$ cat src/rtl/cpu_mem_responder_if.sv
// cpu_mem_responder_if: CPU instruction/data buses, block RAM port and status flags of the responder
interface cpu_mem_responder_if #(parameter int ADDR_BITS = 14);
  logic                 cpud_request;
  logic [31:0]          cpud_addr;
  logic                 cpud_write;
  logic [3:0]           cpud_byte_enable;
  logic [31:0]          cpud_wdata;
  logic [31:0]          cpud_rdata;
  logic                 cpud_ack;
  logic                 cpui_request;
  logic [31:0]          cpui_addr;
  logic [31:0]          cpui_rdata;
  logic                 cpui_ack;
  logic                 ram_en;
  logic [3:0]           ram_we;
  logic [ADDR_BITS-1:0] ram_addr;
  logic [31:0]          ram_wdata;
  logic [31:0]          ram_rdata;
  logic                 decode_err;
  logic                 overrun;
  modport slave (
    input  cpud_request, cpud_addr, cpud_write, cpud_byte_enable, cpud_wdata,
    input  cpui_request, cpui_addr, ram_rdata,
    output cpud_rdata, cpud_ack, cpui_rdata, cpui_ack,
    output ram_en, ram_we, ram_addr, ram_wdata, decode_err, overrun
  );
  modport master (
    output cpud_request, cpud_addr, cpud_write, cpud_byte_enable, cpud_wdata,
    output cpui_request, cpui_addr, ram_rdata,
    input  cpud_rdata, cpud_ack, cpui_rdata, cpui_ack,
    input  ram_en, ram_we, ram_addr, ram_wdata, decode_err, overrun
  );
endinterface

$ cat src/rtl/cpu_mem_responder.sv
// cpu_mem_responder: arbitrates CPU data/instruction request pulses onto one synchronous RAM port and returns ack pulses
module cpu_mem_responder #(
  parameter int ADDR_BITS   = 14,
  parameter int WAIT_STATES = 0
) (
  input logic               clock,
  input logic               reset,
  cpu_mem_responder_if.slave bus
);
  typedef enum logic [1:0] {IDLE, ACCESS, WAIT, RESP} state_t;
  localparam logic [2:0] WAIT_LOAD = 3'(WAIT_STATES == 0 ? 0 : WAIT_STATES - 1);
  state_t state_q, state_d;
  logic d_busy_q, d_busy_d, i_busy_q, i_busy_d, d_pend_q, d_pend_d, i_pend_q, i_pend_d;
  logic [31:0] d_addr_q, d_addr_d, d_wdata_q, d_wdata_d, i_addr_q, i_addr_d;
  logic d_we_q, d_we_d;
  logic [3:0] d_be_q, d_be_d;
  logic cur_d_q, cur_d_d, cur_we_q, cur_we_d, cur_err_q, cur_err_d;
  logic [ADDR_BITS-1:0] cur_addr_q, cur_addr_d;
  logic [31:0] cur_wdata_q, cur_wdata_d, rd_q, rdata_v;
  logic [3:0] cur_be_q, cur_be_d;
  logic [2:0] cnt_q, cnt_d;
  logic after_acc_q, overrun_q, overrun_d;
  logic resp, arb, d_acc, i_acc, gnt_d, gnt_i, gnt, wr_en;
  logic [31:0] ed_addr, ed_wdata, ei_addr, sel_addr;
  logic ed_we;
  logic [3:0] ed_be;
  logic unused;
  assign unused = ^sel_addr[1:0];
  always_comb begin
    resp = state_q == RESP;
    arb = state_q == IDLE || resp;
    // a bus may re-request in its own ack cycle: its slot frees at that edge
    d_acc = bus.cpud_request && (!d_busy_q || (resp && cur_d_q));
    i_acc = bus.cpui_request && (!i_busy_q || (resp && !cur_d_q));
    gnt_d = arb && (d_pend_q || d_acc);
    gnt_i = arb && !gnt_d && (i_pend_q || i_acc);
    gnt = gnt_d || gnt_i;
    ed_addr = d_pend_q ? d_addr_q : bus.cpud_addr;
    ed_we = d_pend_q ? d_we_q : bus.cpud_write;
    ed_be = d_pend_q ? d_be_q : bus.cpud_byte_enable;
    ed_wdata = d_pend_q ? d_wdata_q : bus.cpud_wdata;
    ei_addr = i_pend_q ? i_addr_q : bus.cpui_addr;
    sel_addr = gnt_d ? ed_addr : ei_addr;
    d_addr_d = d_acc ? bus.cpud_addr : d_addr_q;
    d_we_d = d_acc ? bus.cpud_write : d_we_q;
    d_be_d = d_acc ? bus.cpud_byte_enable : d_be_q;
    d_wdata_d = d_acc ? bus.cpud_wdata : d_wdata_q;
    i_addr_d = i_acc ? bus.cpui_addr : i_addr_q;
    d_pend_d = !gnt_d && (d_pend_q || d_acc);
    i_pend_d = !gnt_i && (i_pend_q || i_acc);
    d_busy_d = d_acc || (d_busy_q && !(resp && cur_d_q));
    i_busy_d = i_acc || (i_busy_q && !(resp && !cur_d_q));
    overrun_d = overrun_q || (bus.cpud_request && !d_acc) || (bus.cpui_request && !i_acc);
    cur_d_d = gnt ? gnt_d : cur_d_q;
    cur_addr_d = gnt ? sel_addr[ADDR_BITS+1:2] : cur_addr_q;
    cur_err_d = gnt ? |sel_addr[31:ADDR_BITS+2] : cur_err_q;
    cur_we_d = gnt ? gnt_d && ed_we : cur_we_q;
    cur_be_d = gnt_d ? ed_be : cur_be_q;
    cur_wdata_d = gnt_d ? ed_wdata : cur_wdata_q;
    state_d = arb ? (gnt ? ACCESS : IDLE)
            : state_q == ACCESS ? (WAIT_STATES == 0 ? RESP : WAIT)
            : (cnt_q == 3'd0 ? RESP : WAIT);
    cnt_d = state_q == ACCESS ? WAIT_LOAD : cnt_q - 3'd1;
    bus.ram_en = state_q == ACCESS && !cur_err_q;
    wr_en = bus.ram_en && cur_we_q;
    bus.ram_we = wr_en ? cur_be_q : 4'h0;
    bus.ram_wdata = wr_en ? cur_wdata_q : 32'h0;
    bus.ram_addr = state_q == ACCESS ? cur_addr_q : '0;
    rdata_v = (cur_we_q || cur_err_q) ? 32'h0 : (after_acc_q ? bus.ram_rdata : rd_q);
    bus.cpud_ack = resp && cur_d_q;
    bus.cpui_ack = resp && !cur_d_q;
    bus.cpud_rdata = bus.cpud_ack ? rdata_v : 32'h0;
    bus.cpui_rdata = bus.cpui_ack ? rdata_v : 32'h0;
    bus.decode_err = resp && cur_err_q;
    bus.overrun = overrun_q;
  end
  always_ff @(posedge clock) begin
    if (!reset) begin
      state_q <= IDLE;
      {d_busy_q, i_busy_q, d_pend_q, i_pend_q, d_we_q, overrun_q, after_acc_q} <= '0;
      {d_addr_q, d_wdata_q, i_addr_q, d_be_q} <= '0;
      {cur_d_q, cur_we_q, cur_err_q, cur_addr_q, cur_wdata_q, cur_be_q, cnt_q, rd_q} <= '0;
    end else begin
      state_q <= state_d;
      {d_busy_q, i_busy_q, d_pend_q, i_pend_q, d_we_q, overrun_q} <= {d_busy_d, i_busy_d, d_pend_d, i_pend_d, d_we_d, overrun_d};
      {d_addr_q, d_wdata_q, i_addr_q, d_be_q} <= {d_addr_d, d_wdata_d, i_addr_d, d_be_d};
      {cur_d_q, cur_we_q, cur_err_q, cur_addr_q, cur_wdata_q, cur_be_q, cnt_q} <= {cur_d_d, cur_we_d, cur_err_d, cur_addr_d, cur_wdata_d, cur_be_d, cnt_d};
      after_acc_q <= state_q == ACCESS;
      rd_q <= after_acc_q ? bus.ram_rdata : rd_q;
    end
  end
endmodule
$ cat src/flat_wrapper.sv
// flat-port wrapper written by rule: the top's interface ports become plain ports
module cpu_mem_responder_flat 
#(
  parameter int ADDR_BITS   = 14,
  parameter int WAIT_STATES = 0
)
  (clock, reset, bus_cpud_request, bus_cpud_addr, bus_cpud_write, bus_cpud_byte_enable, bus_cpud_wdata, bus_cpui_request, bus_cpui_addr, bus_ram_rdata, bus_cpud_rdata, bus_cpud_ack, bus_cpui_rdata, bus_cpui_ack, bus_ram_en, bus_ram_we, bus_ram_addr, bus_ram_wdata, bus_decode_err, bus_overrun);
  cpu_mem_responder_if #(.ADDR_BITS(ADDR_BITS)) bus_i ();
  input logic clock;
  input logic reset;
  input wire logic [$bits(bus_i.cpud_request)-1:0] bus_cpud_request;
  input wire logic [$bits(bus_i.cpud_addr)-1:0] bus_cpud_addr;
  input wire logic [$bits(bus_i.cpud_write)-1:0] bus_cpud_write;
  input wire logic [$bits(bus_i.cpud_byte_enable)-1:0] bus_cpud_byte_enable;
  input wire logic [$bits(bus_i.cpud_wdata)-1:0] bus_cpud_wdata;
  input wire logic [$bits(bus_i.cpui_request)-1:0] bus_cpui_request;
  input wire logic [$bits(bus_i.cpui_addr)-1:0] bus_cpui_addr;
  input wire logic [$bits(bus_i.ram_rdata)-1:0] bus_ram_rdata;
  output wire logic [$bits(bus_i.cpud_rdata)-1:0] bus_cpud_rdata;
  output wire logic [$bits(bus_i.cpud_ack)-1:0] bus_cpud_ack;
  output wire logic [$bits(bus_i.cpui_rdata)-1:0] bus_cpui_rdata;
  output wire logic [$bits(bus_i.cpui_ack)-1:0] bus_cpui_ack;
  output wire logic [$bits(bus_i.ram_en)-1:0] bus_ram_en;
  output wire logic [$bits(bus_i.ram_we)-1:0] bus_ram_we;
  output wire logic [$bits(bus_i.ram_addr)-1:0] bus_ram_addr;
  output wire logic [$bits(bus_i.ram_wdata)-1:0] bus_ram_wdata;
  output wire logic [$bits(bus_i.decode_err)-1:0] bus_decode_err;
  output wire logic [$bits(bus_i.overrun)-1:0] bus_overrun;
  assign bus_i.cpud_request = bus_cpud_request;
  assign bus_i.cpud_addr = bus_cpud_addr;
  assign bus_i.cpud_write = bus_cpud_write;
  assign bus_i.cpud_byte_enable = bus_cpud_byte_enable;
  assign bus_i.cpud_wdata = bus_cpud_wdata;
  assign bus_i.cpui_request = bus_cpui_request;
  assign bus_i.cpui_addr = bus_cpui_addr;
  assign bus_i.ram_rdata = bus_ram_rdata;
  assign bus_cpud_rdata = bus_i.cpud_rdata;
  assign bus_cpud_ack = bus_i.cpud_ack;
  assign bus_cpui_rdata = bus_i.cpui_rdata;
  assign bus_cpui_ack = bus_i.cpui_ack;
  assign bus_ram_en = bus_i.ram_en;
  assign bus_ram_we = bus_i.ram_we;
  assign bus_ram_addr = bus_i.ram_addr;
  assign bus_ram_wdata = bus_i.ram_wdata;
  assign bus_decode_err = bus_i.decode_err;
  assign bus_overrun = bus_i.overrun;
  cpu_mem_responder #(.ADDR_BITS(ADDR_BITS), .WAIT_STATES(WAIT_STATES)) u_core (.clock(clock), .reset(reset), .bus(bus_i));
endmodule
$ cat config.mk
export PLATFORM = sky130hd
export DESIGN_NAME = cpu_mem_responder_flat
export DESIGN_NICKNAME = d
export VERILOG_FILES = /design/src/rtl/cpu_mem_responder_if.sv /design/src/rtl/cpu_mem_responder.sv /design/src/flat_wrapper.sv
export SDC_FILE = /design/constraint.sdc
export NUM_CORES = 1
export LEC_CHECK = 0
export CAP_MARGIN = 20
export CELL_PAD_IN_SITES_DETAIL_PLACEMENT = 0
export CELL_PAD_IN_SITES_GLOBAL_PLACEMENT = 1
export CORE_AREA = 8 8 175 177
export DETAILED_ROUTE_END_ITERATION = 8
export DIE_AREA = 0 0 183 185
export HOLD_SLACK_MARGIN = 0.06
export PLACE_DENSITY_LB_ADDON = 0.05
export SLEW_MARGIN = 10
export SYNTH_ARGS = -nofsm -noshare
export SYNTH_HDL_FRONTEND = slang
export SYNTH_SLANG_ARGS = --single-unit
$ cat constraint.sdc
create_clock -name clock -period 1.73 [get_ports clock]
set_clock_uncertainty 0.2 [all_clocks]
set_input_delay 0.173 -clock clock [delete_from_list [all_inputs] [get_ports clock]]
set_output_delay 0.173 -clock clock [all_outputs]
set_load 0.01 [all_outputs]
Yosys cells after proc, flatten, opt, wreduce, memory -nomap -nowiden
Cells that the tools add are included.
{"block": "totals", "in_bits": 137, "reg_bits": 197, "wordCells": 83, "output_inout_bits": 119}
{"block": "classes", "n_addsub": 1, "bitwise": 1, "n_eq_ne": 2, "n_reduce_logical": 42, "mux": 17}
{"cell": "2-to-1 mux 32 bit", "count": 9}
{"cell": "logical AND 1 bit", "count": 17}
{"cell": "OR reduction 16 bit", "count": 1}
{"cell": "2-to-1 mux 14 bit", "count": 1}
{"cell": "logical OR 1 bit", "count": 11}
{"cell": "logical NOT 1 bit", "count": 10}
{"cell": "2-to-1 mux 4 bit", "count": 2}
{"cell": "2-to-1 mux 2 bit", "count": 2}
{"cell": "logical NOT 3 bit", "count": 1}
{"cell": "2-to-1 mux 1 bit", "count": 3}
{"cell": "subtractor 3 x 1 -> 3 bit (second input constant)", "count": 1}
{"cell": "== test 2 x 1 -> 1 bit (second input constant)", "count": 1}
{"cell": "== test 2 bit (second input constant)", "count": 1}
{"cell": "logical NOT 2 bit", "count": 1}
{"cell": "OR reduction 2 bit", "count": 1}
{"cell": "NOT 1 bit", "count": 1}

Logic depth before layout (Yosys ltp)
{"block": "depth", "depth_word": 12, "mapped_depth": 8, "depth_no_buf": 6}

Least setup slack after synthesis
OpenSTA, ideal clock, no wires.
{"block": "synth_timing", "path_type": "register to register", "startpoint": "register u_core.state_q[0]", "endpoint": "register u_core.cur_err_q", "arrival_time_ps": 1587, "synth_period_minus_slack_ps": 1904, "required_ps": 1413, "n_path_buf": 0, "slack_ps": -174, "stages_incl_launch_ff": 7, "setup_time_ps": 117, "path_cell_list": "dfxtp_1 -> ha_1 -> a21bo_4 -> a21oi_4 -> o211ai_1 -> a221o_1 -> and4b_1"}
{"block": "synth_between", "elab_chain_cells": 10, "word_cells_on_any_way": 18, "classes_between": "1 x eq/ne; 1 x mux; 16 x reduce/logical"}
{"item": "start, declared", "line_no": "cpu_mem_responder.sv:12", "rtl": "state_t state_q, state_d;"}
{"item": "start signal, assigned", "line_no": "cpu_mem_responder.sv:84", "rtl": "state_q <= state_d;"}
{"item": "parallel branches: the longest is 10 deep, another holds 2-to-1 mux 32 bit"}
{"item": "end signal, assigned", "line_no": "cpu_mem_responder.sv:87", "rtl": "{cur_d_q, cur_we_q, cur_err_q, cur_addr_q, cur_wdata_q, cur_be_q, cnt_q} <= {cur_d_d, cur_we_d, cur_err_d, cur ..."}
{"item": "end, declared", "line_no": "cpu_mem_responder.sv:17", "rtl": "logic cur_d_q, cur_d_d, cur_we_q, cur_we_d, cur_err_q, cur_err_d;"}
Several ways; the timed one is not identified.
A chain may end at the register's enable or synchronous reset.

Worst setup path in the final report
{"block": "layout_timing", "startpoint": "register u_core.state_q[1]", "endpoint": "output port bus_ram_wdata[26]"}
{"block": "layout_between", "elab_chain_cells": 4}
{"item": "== test 2 x 1 -> 1 bit", "line_no": "cpu_mem_responder.sv:64", "rtl": "bus.ram_en = state_q == ACCESS && !cur_err_q;"}
{"item": "logical AND 1 bit", "line_no": "cpu_mem_responder.sv:64"}
{"item": "logical AND 1 bit", "line_no": "cpu_mem_responder.sv:65", "rtl": "wr_en = bus.ram_en && cur_we_q;"}
{"item": "2-to-1 mux 32 bit", "line_no": "cpu_mem_responder.sv:67", "rtl": "bus.ram_wdata = wr_en ? cur_wdata_q : 32'h0;"}
{"item": "end, declared", "line_no": "flat_wrapper.sv:26", "rtl": "output wire logic [$bits(bus_i.ram_wdata)-1:0] bus_ram_wdata;"}
No other way between the ends.

==> summary.txt <==
Area delta synth->final = 76.8%
Synthesized Nets = 1147
Total Routed Length = 32400 um
VDD IR max = 0.000558 V
Clock transition at the registers of the reported paths = 0.09 ns
Initial antenna violation count = 1
Async SR Flop Fraction = 0
FF-to-FF End = u_core.cur_wdata_q[30]$_SDFFE_PN0N_
Antenna Violating Nets Remaining = 0
# port buffers = 251
Final Hold Fails = 0
Area of the core = 28100 um2
PwrDens = 1150 nW/um2
Clock buffer depth = 2
Die height = 185 um
HPWL Detailed = 19600 um
Crit-path cells = inv_2 > ha_4 > nor2b_4 > buf_12 > buf_12 > buf_16 > and3_1 > buf_2
Final Max Slew Viols = 0
Worst reg2reg path startpoint = u_core.state_q[0]$_SDFF_PN0_
Critical path peak fanout = 5
H-tree depth = 4
MaxCap Viol Count = 0
Number of synthesized flops with an enable pin = 0
Flop-to-flop setup slack = -0.36 ns
Worst Path Required = 1.36 ns
Worst r2r path cells = 12
Yosys cell types = 40
Slowest-stage cell, CP = dfxtp_2
FP Rows = 62
DR vias = 8267
CP Capture Type = output port
Synthesis Warnings = 0
Global placer's final weighted congestion = 0.730
Largest net degree at the start of global routing = 84
DR WL/cell = 18.1 um
Tcrit/Tclk final = 1.27
# diodes = 0
Overall routing resource usage = 0.184
Primary FF master, synth = dfxtp_1
Hold Startpoint = bus_cpud_wdata[13]
Root buffer cell = clkbuf_16
Classification of the worst setup path = reg -> out
Drt first pass iters = 5
Failing checks = setup timing
Hold Path Sink = u_core.d_wdata_q[13]$_SDFFE_PN0P_
Syn_area_per_cell = 8.75 um2
Lkg Pwr = 6.49 nW
Dpl ws = -0.432 ns
Final setup fails = 251
Worst slew pin tran = 0.430 ns
# DRC = 0
Hold path depth = 3
Slew HR = 0.705
CP most frequent cell = buf_12
# fillers = 2574
TritonCTS Buffers = 17
Data arrival, critical path = 1.82 ns
Starting Density = 0.313
Clock latency on the worst-skew pair = 0.44 ns
RSZ-0062 raised after global routing = true
Die area = 33900 um2
First-pass GRT wire length = 48600 um
Tot Pwr = 0.0179 W
Min-delay worst type = in -> reg
Via density = 4.63
Sequential area share after synthesis = 0.439
Startpoint types = flip-flop
CTS sink cnt = 193
Fmax = 456 MHz
Mapped Area = 8800 um2
Vias in the first global route = 8233
Setup ws final = -0.462 ns
CTS tree = built
CP peak stage delay = 0.32 ns
Die X = 183 um
Share of layout cells above drive strength 1 = 0.416
Outcome = finished with violations
Nets = 1529
GR Overflow Total = 0
Synthesized flop and latch total = 193
Crit path time final = 2.19 ns
Gate Count Post-Synth = 1006
DRT iter0 DRCs = 303
Ports = 256
## cells in the mapped netlist, types with 2 or more instances
library cell	number	area, um2
a21oi_1	13	65.1
o21a_1	3	22.5
and2_1	17	106
mux2i_1	83	831
nor2_1	75	282
inv_1	5	18.8
nand4b_1	2	17.5
buf_2	21	105
o21ai_0	15	75.1
nor4_1	12	75.1
buf_4	4	30.0
a211oi_1	5	37.5
mux2_2	23	259
ha_1	4	50.1
clkbuf_1	44	165
buf_6	9	101
o211a_1	36	360
nor3_1	10	50.1
and3_1	36	225
nand2_1	237	890
nand3b_1	2	15.0
buf_1	4	15.0
nand3_1	3	15.0
nor2b_1	38	238
a21boi_0	98	736
dfxtp_1	193	3860
## through the flow
stage	hold WS [ns]	instance area [um2]	utilization	setup TNS, ns	cells
finish	0.105	15600	0.554	-68.81	1785
global route	0.103	15600	0.554	-87.81	1785
CTS	0.0940	14200	0.506	-82.67	1768
detailed placement	0.210	12500	0.445	-38.76	1671
global placement	0.203	12500	0.445	-35.93	1671
floorplan	0.0969	8820	-	-1.85	1006
## report_power, final
group / leakage [nW] / switching (W) / internal [W]
clock: 0.285 / 0.00198 / 0.00192
sequential: 1.59 / 0.000516 / 0.00526
combinational: 4.62 / 0.00346 / 0.00475
## layout make-up
cell class	instances	area, um2	share of cell area
clock buffer	17	425	0.0273
clock inverter	15	150	0.00965
inverter	5	21.3	0.00137
multi-input combinational	726	5590	0.359
sequential	193	3870	0.249
tap	384	480	0.0309
timing repair buffer	445	5020	0.323
## metal layers
| layer | wire (um) | GRT usage |
|---|---|---|
| met4 | 480 | 0.0442 |
| met5 | 10 | 0 |
| met3 | 1600 | 0.0430 |
| met2 | 15300 | 0.303 |
| met1 | 14900 | 0.239 |
## repair_timing
| item | 4_1_cts | 5_1_grt |
|---|---|---|
| buffers inserted | 38 | 18 |
| pin swaps | 45 | 53 |
| endpoints found under the hold margin | 21 | 0 |
| resized for setup | 622 | 358 |
| hold buffers | 1 | 0 |
| setup endpoints to repair | 179 | 271 |
| cloned | 28 | 13 |
## cells by family (layout without fill, tap and decap cells)
| family | after synthesis | after routing | share of synthesized area |
|---|---|---|---|
| and+or+nand+nor | 437 | 437 | 0.223 |
| DFF | 193 | 193 | 0.439 |
| adders and majority gates | 4 | 4 | 0.00569 |
| buffers and inverters | 87 | 482 | 0.0495 |
| AOI/OAI and AO/OA | 179 | 179 | 0.159 |
| muxes | 106 | 106 | 0.124 |
## placed cells by master, fill, tap and decap left out, drive strengths merged
cell type and n:
nand4b 2, nand2b 2, dfxtp 193, o21a 3, inv 13, o211ai 1
nor3 10, buf 299, nor2 75, ha 4, a21bo 1, nand3 3
dlygate4sd3 1, a21oi 14, dlygate4sd2 1, o21ai 17, nand2 237, and3 36
clkinv 7, clkdlybuf4s50 131, o31a 1, o211a 36, nor4 12, nor3b 1
and4b 1, mux2 23, clkbuf 29, a21boi 99, mux2i 83, a211oi 5
bufbuf 1, and2 18, nand3b 2, nor2b 38, o221ai 1, a221o 1
## sequential cells by signal, summed over array words and instances, names as in the netlist, 2 cells and up
name and cells:
u_core.i_addr_q 30, u_core.cnt_q 3, u_core.cur_wdata_q 32, u_core.d_be_q 4
u_core.cur_addr_q 14, u_core.rd_q 32, u_core.d_wdata_q 32, u_core.state_q 2
u_core.cur_be_q 4, u_core.d_addr_q 30
## worst max-delay path, delay by kind of cell (launching register included)
| family | cells | cell delay (ns) |
|---|---|---|
| buf+inv | 5 | 0.58 |
| simple gates | 2 | 0.36 |
| flops | 1 | 0.32 |
| fa+ha+maj | 1 | 0.12 |
## how the worst max path moves through the flow
stage                                 start                             endpoint  slack, ns
2_1_floorplan  u_core.state_q[1]$_SDFF_PP0_  u_core.cur_wdata_q[10]$_SDFFE_PN0N_      -0.06
3_3_place_gp              bus_cpud_addr[27]        u_core.cur_err_q$_SDFFE_PN0P_      -0.44
3_5_place_dp              bus_cpud_addr[27]        u_core.cur_err_q$_SDFFE_PN0P_      -0.43
4_1_cts        u_core.state_q[0]$_SDFF_PN0_                    bus_cpud_rdata[0]      -0.48
5_1_grt        u_core.state_q[1]$_SDFF_PP0_                    bus_ram_wdata[26]      -0.55
6_report       u_core.state_q[1]$_SDFF_PP0_                    bus_ram_wdata[26]      -0.46
Power figures use the tool's default switching activity.
